$ cat src/rtl/xy_port_arbiter.sv
`default_nettype none
// ============================================================================
// Module      : xy_port_arbiter
// Description : Shares one router output port between the left, bottom and
//               local PE requesters. Round-robin grant with starvation
//               escalation feeding a single-entry ready/valid output stage.
// Revision    : 1.0 - initial release
// ============================================================================
module xy_port_arbiter #(
  parameter int DATA_WIDTH  = 8,
  parameter int X_SIZE      = 2,
  parameter int Y_SIZE      = 2,
  parameter int TOTAL_WIDTH = 2*X_SIZE + 2*Y_SIZE + DATA_WIDTH,
  parameter int MAX_WAIT    = 7
) (
  input  logic                   clk,
  input  logic                   rstn,
  input  logic                   i_valid_l,
  input  logic                   i_valid_b,
  input  logic                   i_valid_pe,
  input  logic [TOTAL_WIDTH-1:0] i_data_l,
  input  logic [TOTAL_WIDTH-1:0] i_data_b,
  input  logic [TOTAL_WIDTH-1:0] i_data_pe,
  output logic                   o_ready_l,
  output logic                   o_ready_b,
  output logic                   o_ready_pe,
  output logic                   o_valid,
  output logic [TOTAL_WIDTH-1:0] o_data,
  input  logic                   i_ready,
  output logic [1:0]             o_grant
);

  // Wait counters are 4 bits wide, enough for any MAX_WAIT in 1..15.
  localparam logic [3:0] c_max_wait = 4'(MAX_WAIT);

  logic [2:0]             w_valid;
  logic                   w_load_en;
  logic                   w_found;
  logic [1:0]             w_winner;
  logic                   w_accept;
  logic [1:0]             w_ord [3];
  logic [TOTAL_WIDTH-1:0] w_win_data;

  logic                   r_valid;
  logic [TOTAL_WIDTH-1:0] r_data;
  logic [1:0]             r_grant;
  logic [1:0]             r_rr;
  logic [3:0]             r_wait [3];

  assign w_valid   = {i_valid_pe, i_valid_b, i_valid_l};
  // The stage can take a new flit when empty or when its flit leaves now.
  assign w_load_en = ~r_valid | i_ready;

  // Search order starting at the round-robin pointer, wrapping 0->1->2->0.
  always_comb begin
    w_ord[0] = 2'd0;
    w_ord[1] = 2'd1;
    w_ord[2] = 2'd2;
    case (r_rr)
      2'd1: begin
        w_ord[0] = 2'd1;
        w_ord[1] = 2'd2;
        w_ord[2] = 2'd0;
      end
      2'd2: begin
        w_ord[0] = 2'd2;
        w_ord[1] = 2'd0;
        w_ord[2] = 2'd1;
      end
      default: ;
    endcase
  end

  // Winner selection: starved requester (lowest index) first, else round-robin.
  always_comb begin
    w_winner = 2'd0;
    w_found  = 1'b0;
    for (int i = 0; i < 3; i++) begin
      if (!w_found && w_valid[i] && (r_wait[i] == c_max_wait)) begin
        w_winner = 2'(i);
        w_found  = 1'b1;
      end
    end
    for (int k = 0; k < 3; k++) begin
      if (!w_found && w_valid[w_ord[k]]) begin
        w_winner = w_ord[k];
        w_found  = 1'b1;
      end
    end
  end

  // Payload of the selected requester.
  always_comb begin
    case (w_winner)
      2'd1:    w_win_data = i_data_b;
      2'd2:    w_win_data = i_data_pe;
      default: w_win_data = i_data_l;
    endcase
  end

  // Gating with rstn keeps ready pulses silent while reset is held.
  assign w_accept   = rstn & w_load_en & w_found;
  assign o_ready_l  = w_accept & (w_winner == 2'd0) & i_valid_l;
  assign o_ready_b  = w_accept & (w_winner == 2'd1) & i_valid_b;
  assign o_ready_pe = w_accept & (w_winner == 2'd2) & i_valid_pe;

  // Output stage, grant record and round-robin pointer.
  always_ff @(posedge clk or negedge rstn) begin
    if (!rstn) begin
      r_valid <= 1'b0;
      r_data  <= '0;
      r_grant <= 2'd3;
      r_rr    <= 2'd0;
    end else if (w_accept) begin
      r_valid <= 1'b1;
      r_data  <= w_win_data;
      r_grant <= w_winner;
      r_rr    <= (w_winner == 2'd2) ? 2'd0 : w_winner + 2'd1;
    end else if (i_ready) begin
      r_valid <= 1'b0;
    end
  end

  // Per-requester denial counters; frozen during output stalls.
  always_ff @(posedge clk or negedge rstn) begin
    if (!rstn) begin
      for (int i = 0; i < 3; i++) r_wait[i] <= 4'd0;
    end else begin
      for (int i = 0; i < 3; i++) begin
        if (!w_valid[i]) begin
          r_wait[i] <= 4'd0;
        end else if (w_load_en) begin
          if (w_accept && (w_winner == 2'(i))) begin
            r_wait[i] <= 4'd0;
          end else if (r_wait[i] != c_max_wait) begin
            r_wait[i] <= r_wait[i] + 4'd1;
          end
        end
      end
    end
  end

  assign o_valid = r_valid;
  assign o_data  = r_data;
  assign o_grant = r_grant;

endmodule
`default_nettype wire

$ cat config.mk
export PLATFORM = sky130hd
export DESIGN_NAME = xy_port_arbiter
export DESIGN_NICKNAME = d
export VERILOG_FILES = /design/src/rtl/xy_port_arbiter.sv
export SDC_FILE = /design/constraint.sdc
export NUM_CORES = 1
export LEC_CHECK = 0
export CAP_MARGIN = 5
export CORE_ASPECT_RATIO = 1.2
export CORE_MARGIN = 8
export CORE_UTILIZATION = 45
export CTS_CLUSTER_DIAMETER = 40
export DETAILED_ROUTE_END_ITERATION = 12
export PLACE_DENSITY = 0.9
export SLEW_MARGIN = 20
export SYNTH_ARGS = -nofsm -noshare
export SYNTH_HDL_FRONTEND = slang
export SYNTH_SLANG_ARGS = --single-unit
export TNS_END_PERCENT = 5
$ cat constraint.sdc
create_clock -name clk -period 5.55 [get_ports clk]
set_input_delay 1.665 -clock clk [delete_from_list [all_inputs] [get_ports clk]]
set_output_delay 1.665 -clock clk [all_outputs]
set_load 0.05 [all_outputs]
Word level (Yosys, flattened, before mapping) --
Cells that the tools add are included.
Word-level totals: ROM bits 0, bits in registers 33, logic and storage cells 95, latch bits 0, output and inout port bits 22, bits in writable memories 0, memories kept 0
Operators by class: multipliers 0, add/sub/neg operators 4, $lt $le $gt $ge 3, multiplexer cells 34, divide/modulo/power cells 0, eq/ne operators 16, shift-type cells 0, reductions and logical operators 21, bitwise logic cells 10
Operator list (count):
- $mux W4 | 12
- $pmux W16 S2 | 1
- $add A4 B1 Y4 const B | 3
- $eq A4 B3 Y1 const B | 3
- $mux W1 | 12
- $ne A4 B3 Y1 const B | 3
- $pmux W6 S2 | 1
- $logic_and A1 B1 Y1 | 11
- $mux W2 | 5
- $lt A2 B3 Y1 const B | 3
- $ne A3 B1 Y1 const B | 3
- $and A1 B1 Y1 | 8
- $bmux W1 S2 | 3
- $ne A2 B1 Y1 const B | 3
- $reduce_and A2 Y1 | 3
- $logic_not A1 Y1 | 5
- $eq A2 B1 Y1 const B | 2
- $eq A2 B2 Y1 const B | 2
- $add A2 B1 Y2 const B | 1
- $logic_not A2 Y1 | 1
- $reduce_bool A2 Y1 | 1
- $not A1 Y1 | 1
- $or A1 B1 Y1 | 1

Logic depth before layout (Yosys ltp) --
Gate-level depths: netlist of the first run.
depth in word-level cells 25, mapped depth 14, depth with buffers taken out 13

Worst setup path after synthesis of the first run --
No wires, ideal clock.
kind input to output, start point in i_valid_pe, end point out o_ready_pe, buffers on the path 2, slack 0.082 ns, required time 3.885 ns, arrival time 3.803 ns, stages 8, path through clkbuf_1 > inv_1 > o211ai_1 > nand3b_1 > a221oi_1 > ha_1 > clkbuf_1 > and3_1
Between the ends: word-level cells in the longest chain between the ends 15
Ends and longest elaborated chain:
- start: declaration | RTL line 20 | input logic i_valid_pe,
- $logic_and A1 B1 Y1 (2 in series) | RTL line 79 | if (!w_found && w_valid[i] && (r_wait[i] == c_max_wait)) begin
- $mux W1 | RTL line 79
- $logic_not A1 Y1 | RTL line 85 | if (!w_found && w_valid[w_ord[k]]) begin
- $logic_and A1 B1 Y1 | RTL line 85
- $mux W1 | RTL line 85
- $logic_not A1 Y1 | RTL line 85
- $logic_and A1 B1 Y1 | RTL line 85
- $mux W1 | RTL line 85
- $logic_not A1 Y1 | RTL line 85
- $logic_and A1 B1 Y1 | RTL line 85
- $mux W2 * | RTL line 85
- via w_winner[1] | RTL line 39 | logic [1:0] w_winner;
- $eq A2 B2 Y1 * | RTL line 105 | assign o_ready_pe = w_accept & (w_winner == 2'd2) & i_valid_pe;
- $and A1 B1 Y1 * (2 in series) | RTL line 105
- end: declaration | RTL line 26 | output logic o_ready_pe,
Mark *: on every way through the listed nets, which the timed path passes. The rest lies on a longest branch. The select of a mux whose other input is x is not followed.

Final worst setup path of the first run --
start point in i_valid_l, end point out o_ready_b
Between the ends: word-level cells in the longest chain between the ends 22
Ends and longest elaborated chain:
- start: declaration | RTL line 18 | input logic i_valid_l,
- $logic_and A1 B1 Y1 | RTL line 79
- $mux W1 | RTL line 79
- $logic_not A1 Y1 | RTL line 79
- $logic_and A1 B1 Y1 (2 in series) | RTL line 79
- $mux W1 | RTL line 79
- $logic_not A1 Y1 | RTL line 79
- $logic_and A1 B1 Y1 (2 in series) | RTL line 79
- $mux W1 | RTL line 79
- (+4 left out)
- $logic_and A1 B1 Y1 | RTL line 85
- $mux W1 | RTL line 85
- $logic_not A1 Y1 | RTL line 85
- $logic_and A1 B1 Y1 | RTL line 85
- $mux W2 * | RTL line 85
- via w_winner[1] | RTL line 39
- $eq A2 B1 Y1 * | RTL line 104 | assign o_ready_b = w_accept & (w_winner == 2'd1) & i_valid_b;
- $and A1 B1 Y1 * (2 in series) | RTL line 104
- end: declaration | RTL line 25 | output logic o_ready_b,
Marked as above.

==> key figures, run 1 <==
Synthesis
  – Top-count cell post-synth: sky130_fd_sc_hd__dfrtp_1
  – Top area cells in the synthesized netlist: sky130_fd_sc_hd__dfrtp_1, sky130_fd_sc_hd__mux2_2, sky130_fd_sc_hd__a22oi_1, sky130_fd_sc_hd__ha_1, sky130_fd_sc_hd__a21oi_1
  – Cell area after technology mapping: 2158 µm²
  – Primary flip-flop cell chosen by synthesis mapping: sky130_fd_sc_hd__dfrtp_1
  – Share of synthesized area occupied by flip-flops and latches: 38.38%
  – Yosys reg bits: 33
  – Async set-reset flop share out of synthesis: 100.0%
  – Synthesized netlist net count: 291
  – Cell count after synthesis: 227
  – Synthesized area divided by synthesized cell count: 9.508 µm²
  – Fraction of synthesized cell area taken by the top area cell type: 35.94%
  – Most numerous cell types in the synthesized netlist: sky130_fd_sc_hd__dfrtp_1, sky130_fd_sc_hd__mux2_2, sky130_fd_sc_hd__a21oi_1
  – Library cell occupying the most area in the post-synthesis netlist: sky130_fd_sc_hd__dfrtp_1
  – Number of synthesized flops with an enable pin: 0
  – Netlist cell types: 39
  – Count of warnings emitted by yosys: 0

Placed design
  – HPWL reported at the end of detailed placement: 4587 µm
  – Pre-CTS setup slack: -25.28 ps
  – GP Congestion: 0.8305
  – Number of input and output port buffers inserted: 75

Final layout
  – Register Area: 828.3 µm²
  – Post-layout util: 68.55%
  – Area of combinational cells with multiple inputs: 1229 µm²
  – Share of final-layout standard cells stronger than drive strength 1: 17.59%
  – Filler Cell Count: 364
  – Post-layout net count: 370
  – Number of antenna cells inserted: 0
  – Layout overhead on the synthesized area: 45.91%

Routing
  – Iteration-0 DRC count of the detailed router: 77
  – Total vias in the final route: 2050
  – Routed length on met3: 687 µm
  – Remaining design rule violation count: 0
  – Uppermost layer routed: met4
  – Routed metal-1 wire length: 2394 µm
  – Remaining antenna violation count: 0
  – Number of vias per cell after detailed routing: 5.616
  – Routed wl met2: 2831 µm
  – Routed WL: 6072 µm
  – DR WL/cell: 16.64 µm
  – First drt pass iteration count: 4

Clock tree
  – Clock sink count: 33
  – Max clock buf depth: 2
  – Number of hold buffers added after cts: 0
  – Total clock buffers created by CTS: 5
  – Insertion delay of the later-clocked pin in the worst-skew pair: 290 ps
  – Cell at the root of the clock tree: sky130_fd_sc_hd__clkbuf_8
  – TritonCTS clock tree: built
  – Htree depth: 2
  – CTS clk-pin slew, worst paths: 70 ps
  – Setup Buffers After CTS: 0

STA
  – Setup repair after global routing missed its margin: false
  – Setup Skew: 4.157 ps
  – Pins Over Slew Limit: 0
  – Clock period minus final worst setup slack: 5387 ps
  – Number of setup violations in the final report: 0
  – Pin slew with the least headroom to its limit: 942.2 ps
  – Final hold viol count: 0
  – Fmax: 185.6 MHz
  – Share of the clock period used by the worst path: 97.06%
  – Remaining max-slew budget at the tightest pin: 37.19%
  – Post-layout worst setup margin: 163.4 ps

Worst setup path
  – Endpoint type of the worst setup path: output pin
  – Worst-path cell chain: clkdlybuf4s50_1 > a21boi_0 > a2111o_1 > nand3b_1 > a221oi_2 > inv_1 > ha_1 > and3_1 > buf_12
  – Worst-path cell with the longest stage delay: sky130_fd_sc_hd__clkdlybuf4s50_1
  – Type of the setup path with the least slack: primary input to output pin
  – Data arrival time of the critical path: 3720 ps
  – CP max stage delay: 510 ps
  – Max Fanout on Critical Path: 4
  – Critical Path Source Type: primary input
  – Data required time of the critical path: 3880 ps

Pwr
  – Tot Pwr: 1.949 mW
  – Pwr dens: 619.0 nW/µm²
  – P_leak: 1.326 nW
  – Peak supply drop: 0.3312 mV

Die
  – Initial Util: 46.98%
  – Die width: 79.22 µm
  – Y dimension of the die: 91.87 µm
  – Die Footprint: 7278 µm²
  – Top-Level Pins: 76
  – Placeable core area: 4594 µm²
  – Placement Rows: 27

Global routing
  – Global-route wire length before repair: 10100 µm
  – Global-route total usage across every layer: 17.24%
  – Largest net degree at the start of global routing: 39
  – Number of global-route vias before repair: 2194
  – Global-route congestion overflow total: 0
  – Initial antenna violation count: 0

Flow run
  – MaxCap Viol Count: 0

Status
  – Status: completed

Worst hold path
  – Worst min-delay path category: flip-flop to flip-flop
final timing paths:
kind                           start          to  slack [ps]  cells past startpoint
max reg2reg                  r_rr[0]   o_data[0]        2160                     10
max in group asynchronous       rstn  o_grant[0]        3370                      2
max                        i_valid_l   o_ready_b         160                      9
min reg2reg                o_data[7]   o_data[7]         510                      1
min in group asynchronous       rstn     r_rr[0]        1840                      2
min                        o_data[7]   o_data[7]         510                      1
stage by stage:
step / hold WS [ps] / cells / TNS [ps] / cell area [µm²]
2_1_floorplan: 507.4 / 227 / 0 / 2158
4_1_cts: 516.9 / 365 / 0 / 3147
3_5_place_dp: 500.2 / 357 / -43.64 / 3024
3_3_place_gp: 489.2 / 357 / 0 / 3024
5_1_grt: 527.5 / 365 / 0 / 3149
6_report: 510.3 / 365 / 0 / 3149
registers in the layout, summed over array words and instances, names as in the netlist:
signal / flops
r_wait: 12
r_rr: 2
o_valid: 1
o_grant: 2
o_data: 16
layout by cell type, fill, tap and decap left out, types with 5 or more instances in the layout:
cell and n:
sky130_fd_sc_hd__clkdlybuf4s50_1 71, sky130_fd_sc_hd__nand3_1 5, sky130_fd_sc_hd__clkbuf_8 6, sky130_fd_sc_hd__mux2_2 22, sky130_fd_sc_hd__a22oi_1 17, sky130_fd_sc_hd__nand2_1 20, sky130_fd_sc_hd__inv_1 6, sky130_fd_sc_hd__a21oi_1 21
sky130_fd_sc_hd__o21ai_0 9, sky130_fd_sc_hd__ha_1 10, sky130_fd_sc_hd__dfrtp_1 31, sky130_fd_sc_hd__buf_4 13, sky130_fd_sc_hd__nor2_1 20
worst max-delay path, delay by kind of cell:
| family | cells | cell delay (ps) |
|---|---|---|
| buffers and inverters | 3 | 810 |
| AO/OA/AOI/OAI | 3 | 720 |
| AND/OR/NAND/NOR | 2 | 310 |
| adder cells (fa/ha/maj) | 1 | 210 |
kinds of logic after synthesis:
kind of cell               Yosys count  share of synthesized area (%)
xor gates and xnor gates             2                         0.8117
adders and majority gates           10                          5.797
and+or+nand+nor                     66                          14.67
muxes                               26                          13.57
buffers and inverters               22                          4.985
DFF                                 33                          38.38
AOI/OAI and AO/OA                   68                          21.80
cell type report:
cell class	instances	area share, %
Timing Repair Buffer	88	27.97
Clock inverter	1	0.9535
Clock buffer	7	2.741
Sequential cell	33	26.30
Tap cell	58	2.304
Multi-Input combinational cell	172	39.01
Inverter	6	0.7151
report_power, final:
group	total, mW	internal [mW]	switching, mW
combinational	1.31	0.536	0.770
clock	0.234	0.146	0.0880
sequential	0.409	0.345	0.0641
total	1.95	1.03	0.922
routing by layer:
| layer | global-route usage (%) | vias to the layer above |
|---|---|---|
| met5 | 0 | - |
| met4 | 7.740 | 0 |
| met3 | 8.691 | 15 |
| met2 | 27.59 | 96 |
| met1 | 18.55 | 952 |
| li1 | - | 987 |
what timing repair did:
item	in CTS	in global routing
pin swaps	0	0
endpoints found under the setup margin	2	2
resized for setup	1	1
Note: power is estimated with default switching activity, not from simulation.
==> run 2, diff against run 1 <==
--- a/config.mk
+++ b/config.mk
@@ -11,7 +11,9 @@
 export CORE_UTILIZATION = 45
 export CTS_CLUSTER_DIAMETER = 40
 export DETAILED_ROUTE_END_ITERATION = 12
+export GPL_TIMING_DRIVEN = 1
 export PLACE_DENSITY = 0.9
+export RECOVER_POWER = 25
 export SLEW_MARGIN = 20
 export SYNTH_ARGS = -nofsm -noshare
 export SYNTH_HDL_FRONTEND = slang
==> run 2 against run 1 <==
The run now ends with max-capacitance violations, max-slew violations left. Combinational power hardly changed. Register-to-register slack hardly changed. Non-clock buffer count stayed put. Critical path depth stayed put. Cell count stayed put. Critical endpoint unchanged. Largest cell class unchanged. Largest power group unchanged.
==> key figures, run 2 (synthesis gave the netlist of run 1 again) <==
STA
  – Remaining max-slew budget at the tightest pin: -24.59% (-62 points)
  – Pins Over Slew Limit: 39 (+39)
  – Clock period minus final worst setup slack: 5392 ps (+5.419 ps)
  – Fmax: 185.5 MHz (-0.10%)
  – Final hold viol count: 0 (unchanged)
  – Post-layout worst setup margin: 158.0 ps (-5.419 ps)
  – Share of the clock period used by the worst path: 97.15% (+0.098 points)
  – Pin slew with the least headroom to its limit: 1869 ps (+926.6 ps)
  – Setup repair after global routing missed its margin: false
  – Setup Skew: 5.243 ps (+1.086 ps)
  – Number of setup violations in the final report: 0 (unchanged)

Routing
  – DR WL/cell: 16.60 µm (-0.23%)
  – Total vias in the final route: 2041 (-0.44%)
  – Iteration-0 DRC count of the detailed router: 110 (+43%)
  – Number of vias per cell after detailed routing: 5.592 (-0.44%)
  – First drt pass iteration count: 6 (+2)
  – Remaining antenna violation count: 0 (unchanged)
  – Routed WL: 6058 µm (-0.23%)
  – Remaining design rule violation count: 0 (unchanged)

Clock tree
  – Cell at the root of the clock tree: sky130_fd_sc_hd__clkbuf_8
  – CTS clk-pin slew, worst paths: 70 ps (about the same)
  – Htree depth: 2 (unchanged)
  – TritonCTS clock tree: built
  – Total clock buffers created by CTS: 5 (unchanged)
  – Clock sink count: 33 (unchanged)
  – Max clock buf depth: 2 (unchanged)
  – Insertion delay of the later-clocked pin in the worst-skew pair: 290 ps (about the same)

Worst setup path
  – Data required time of the critical path: 3880 ps (about the same)
  – Worst r2r src: r_rr[0]
  – Setup slack on the worst flop-to-flop path: 2150 ps (about the same)
  – Depth of the most critical reg-to-reg path: 10 (unchanged)
  – Endpoint type of the worst setup path: output pin
  – Max Fanout on Critical Path: 4 (unchanged)
  – Type of the setup path with the least slack: primary input to output pin
  – Critical Path Source Type: primary input
  – Data arrival time of the critical path: 3730 ps (about the same)
  – Worst setup endpoint: o_ready_b
  – Launching instance or port of the critical path: i_valid_l
  – Capturing point of the worst reg2reg path: o_data[0]

Final layout
  – Share of final-layout standard cells stronger than drive strength 1: 17.26% (-0.33 points)
  – Highest-count cells in the layout ignoring fill and taps: sky130_fd_sc_hd__clkdlybuf4s50_1, sky130_fd_sc_hd__dfrtp_1, sky130_fd_sc_hd__mux2_2, sky130_fd_sc_hd__a21oi_1
  – Number of antenna cells inserted: 0 (unchanged)
  – Most common cell after layout, fill and taps aside: sky130_fd_sc_hd__clkdlybuf4s50_1
  – Number of flip-flops under the largest register name: 16 (unchanged)
  – Filler Cell Count: 364 (unchanged)
  – Layout overhead on the synthesized area: 45.74%
  – Post-layout util: 68.46% (-0.082 points)
  – Post-layout net count: 370 (unchanged)
  – Cell area after layout: 3146 µm² (-0.12%)
  – Finished Layout Cells: 365 (unchanged)

Pwr
  – Peak supply drop: 0.3313 mV (about the same)
  – P_leak: 1.323 nW (-0.25%)
  – Pwr dens: 619.9 nW/µm² (+0.15%)
  – Tot Pwr: 1.950 mW (about the same)

Global routing
  – Global-route total usage across every layer: 17.24% (unchanged)
  – Largest net degree at the start of global routing: 39 (unchanged)
  – Global-route wire length before repair: 10100 µm (unchanged)
  – Global-route congestion overflow total: 0 (unchanged)
  – Initial antenna violation count: 1 (+1)
  – Number of global-route vias before repair: 2194 (unchanged)

Placed design
  – GP Congestion: 0.8305 (unchanged)
  – Cell total after placement: 357 (unchanged)
  – Pre-CTS setup slack: -25.28 ps (unchanged)
  – Area of placed instances: 3024 µm² (unchanged)
  – HPWL reported at the end of detailed placement: 4587 µm (unchanged)
  – Number of input and output port buffers inserted: 75 (unchanged)

Die
  – Die width: 79.22 µm (unchanged)
  – Y dimension of the die: 91.87 µm (unchanged)
  – Die Footprint: 7278 µm² (unchanged)
  – Top-Level Pins: 76 (unchanged)
  – Placement Rows: 27 (unchanged)
  – Initial Util: 46.98% (unchanged)
  – Placeable core area: 4594 µm² (unchanged)

Worst hold path
  – Hold Path Cell Cnt: 1 (unchanged)
  – Worst min-delay path category: flip-flop to flip-flop

Flow run
  – MaxCap Viol Count: 1 (+1)

Status
  – Status: finished, violations left
  – Failing checks: max-capacitance violations, max-slew violations
## run 2: report_power, final
group | internal [mW] | switching [mW] | leakage, nW
combinational | 0.536 | 0.771 | 0.855
clock | 0.146 | 0.0878 | 0.0585
sequential | 0.345 | 0.0639 | 0.409
## run 2: cell type report
type	count	area (µm²)	area share [%]
repair buffers	88	877.1	27.88
flip-flops and latches	33	828.3	26.33
well taps	58	72.57	2.307
clock inverters	1	30.03	0.9547
multi-input cells	172	1229	39.06
clock buffers	7	86.33	2.745
inverters	6	22.52	0.7160
## run 2: worst min-delay path by stage
stage	slack [ps]	start	endpoint
2_1_floorplan	510	r_rr[1]	r_rr[1]
3_3_place_gp	490	o_data[3]	o_data[3]
3_5_place_dp	500	o_data[10]	o_data[10]
4_1_cts	520	o_data[13]	o_data[13]
5_1_grt	530	o_data[13]	o_data[13]
6_report	510	o_data[7]	o_data[7]
## run 2: routing by layer
metal	part of all wire, %	vias to the layer above	track usage [%]
met2	47	93	27.59
met3	11	15	8.691
met5	0.18	-	0
met1	39	947	18.55
li1	-	984	-
met4	2.6	2	7.740
## run 2: worst max-delay path, stage by stage
cell                              delay (ps)
sky130_fd_sc_hd__clkdlybuf4s50_1         510
sky130_fd_sc_hd__a21boi_0                200
sky130_fd_sc_hd__a2111o_1                180
sky130_fd_sc_hd__nand3b_1                110
sky130_fd_sc_hd__a221oi_2                340
sky130_fd_sc_hd__inv_1                   150
sky130_fd_sc_hd__ha_1                    210
sky130_fd_sc_hd__and3_1                  200
sky130_fd_sc_hd__buf_12                  150
## run 2: what timing repair did
item                                    CTS  global route
resized for setup                         1             1
hold buffers                              0             0
setup buffers                             0             0
endpoints found under the setup margin    2             2
## run 2: per-stage QoR
step / TNS, ps / hold slack (ps)
after CTS: 0 / 516.9
after global routing: 0 / 527.5
after detailed placement: -43.64 / 500.2
after global placement: 0 / 489.2
after floorplan: 0 / 507.4
final: 0 / 510.3
==> run 3, diff against run 2 <==
--- a/config.mk
+++ b/config.mk
@@ -10,6 +10,7 @@
 export CORE_MARGIN = 8
 export CORE_UTILIZATION = 45
 export CTS_CLUSTER_DIAMETER = 40
+export CTS_CLUSTER_SIZE = 12
 export DETAILED_ROUTE_END_ITERATION = 12
 export GPL_TIMING_DRIVEN = 1
 export PLACE_DENSITY = 0.9
==> results of run 3 <==
Final layout, timing and power as in run 2 (identical DEF).
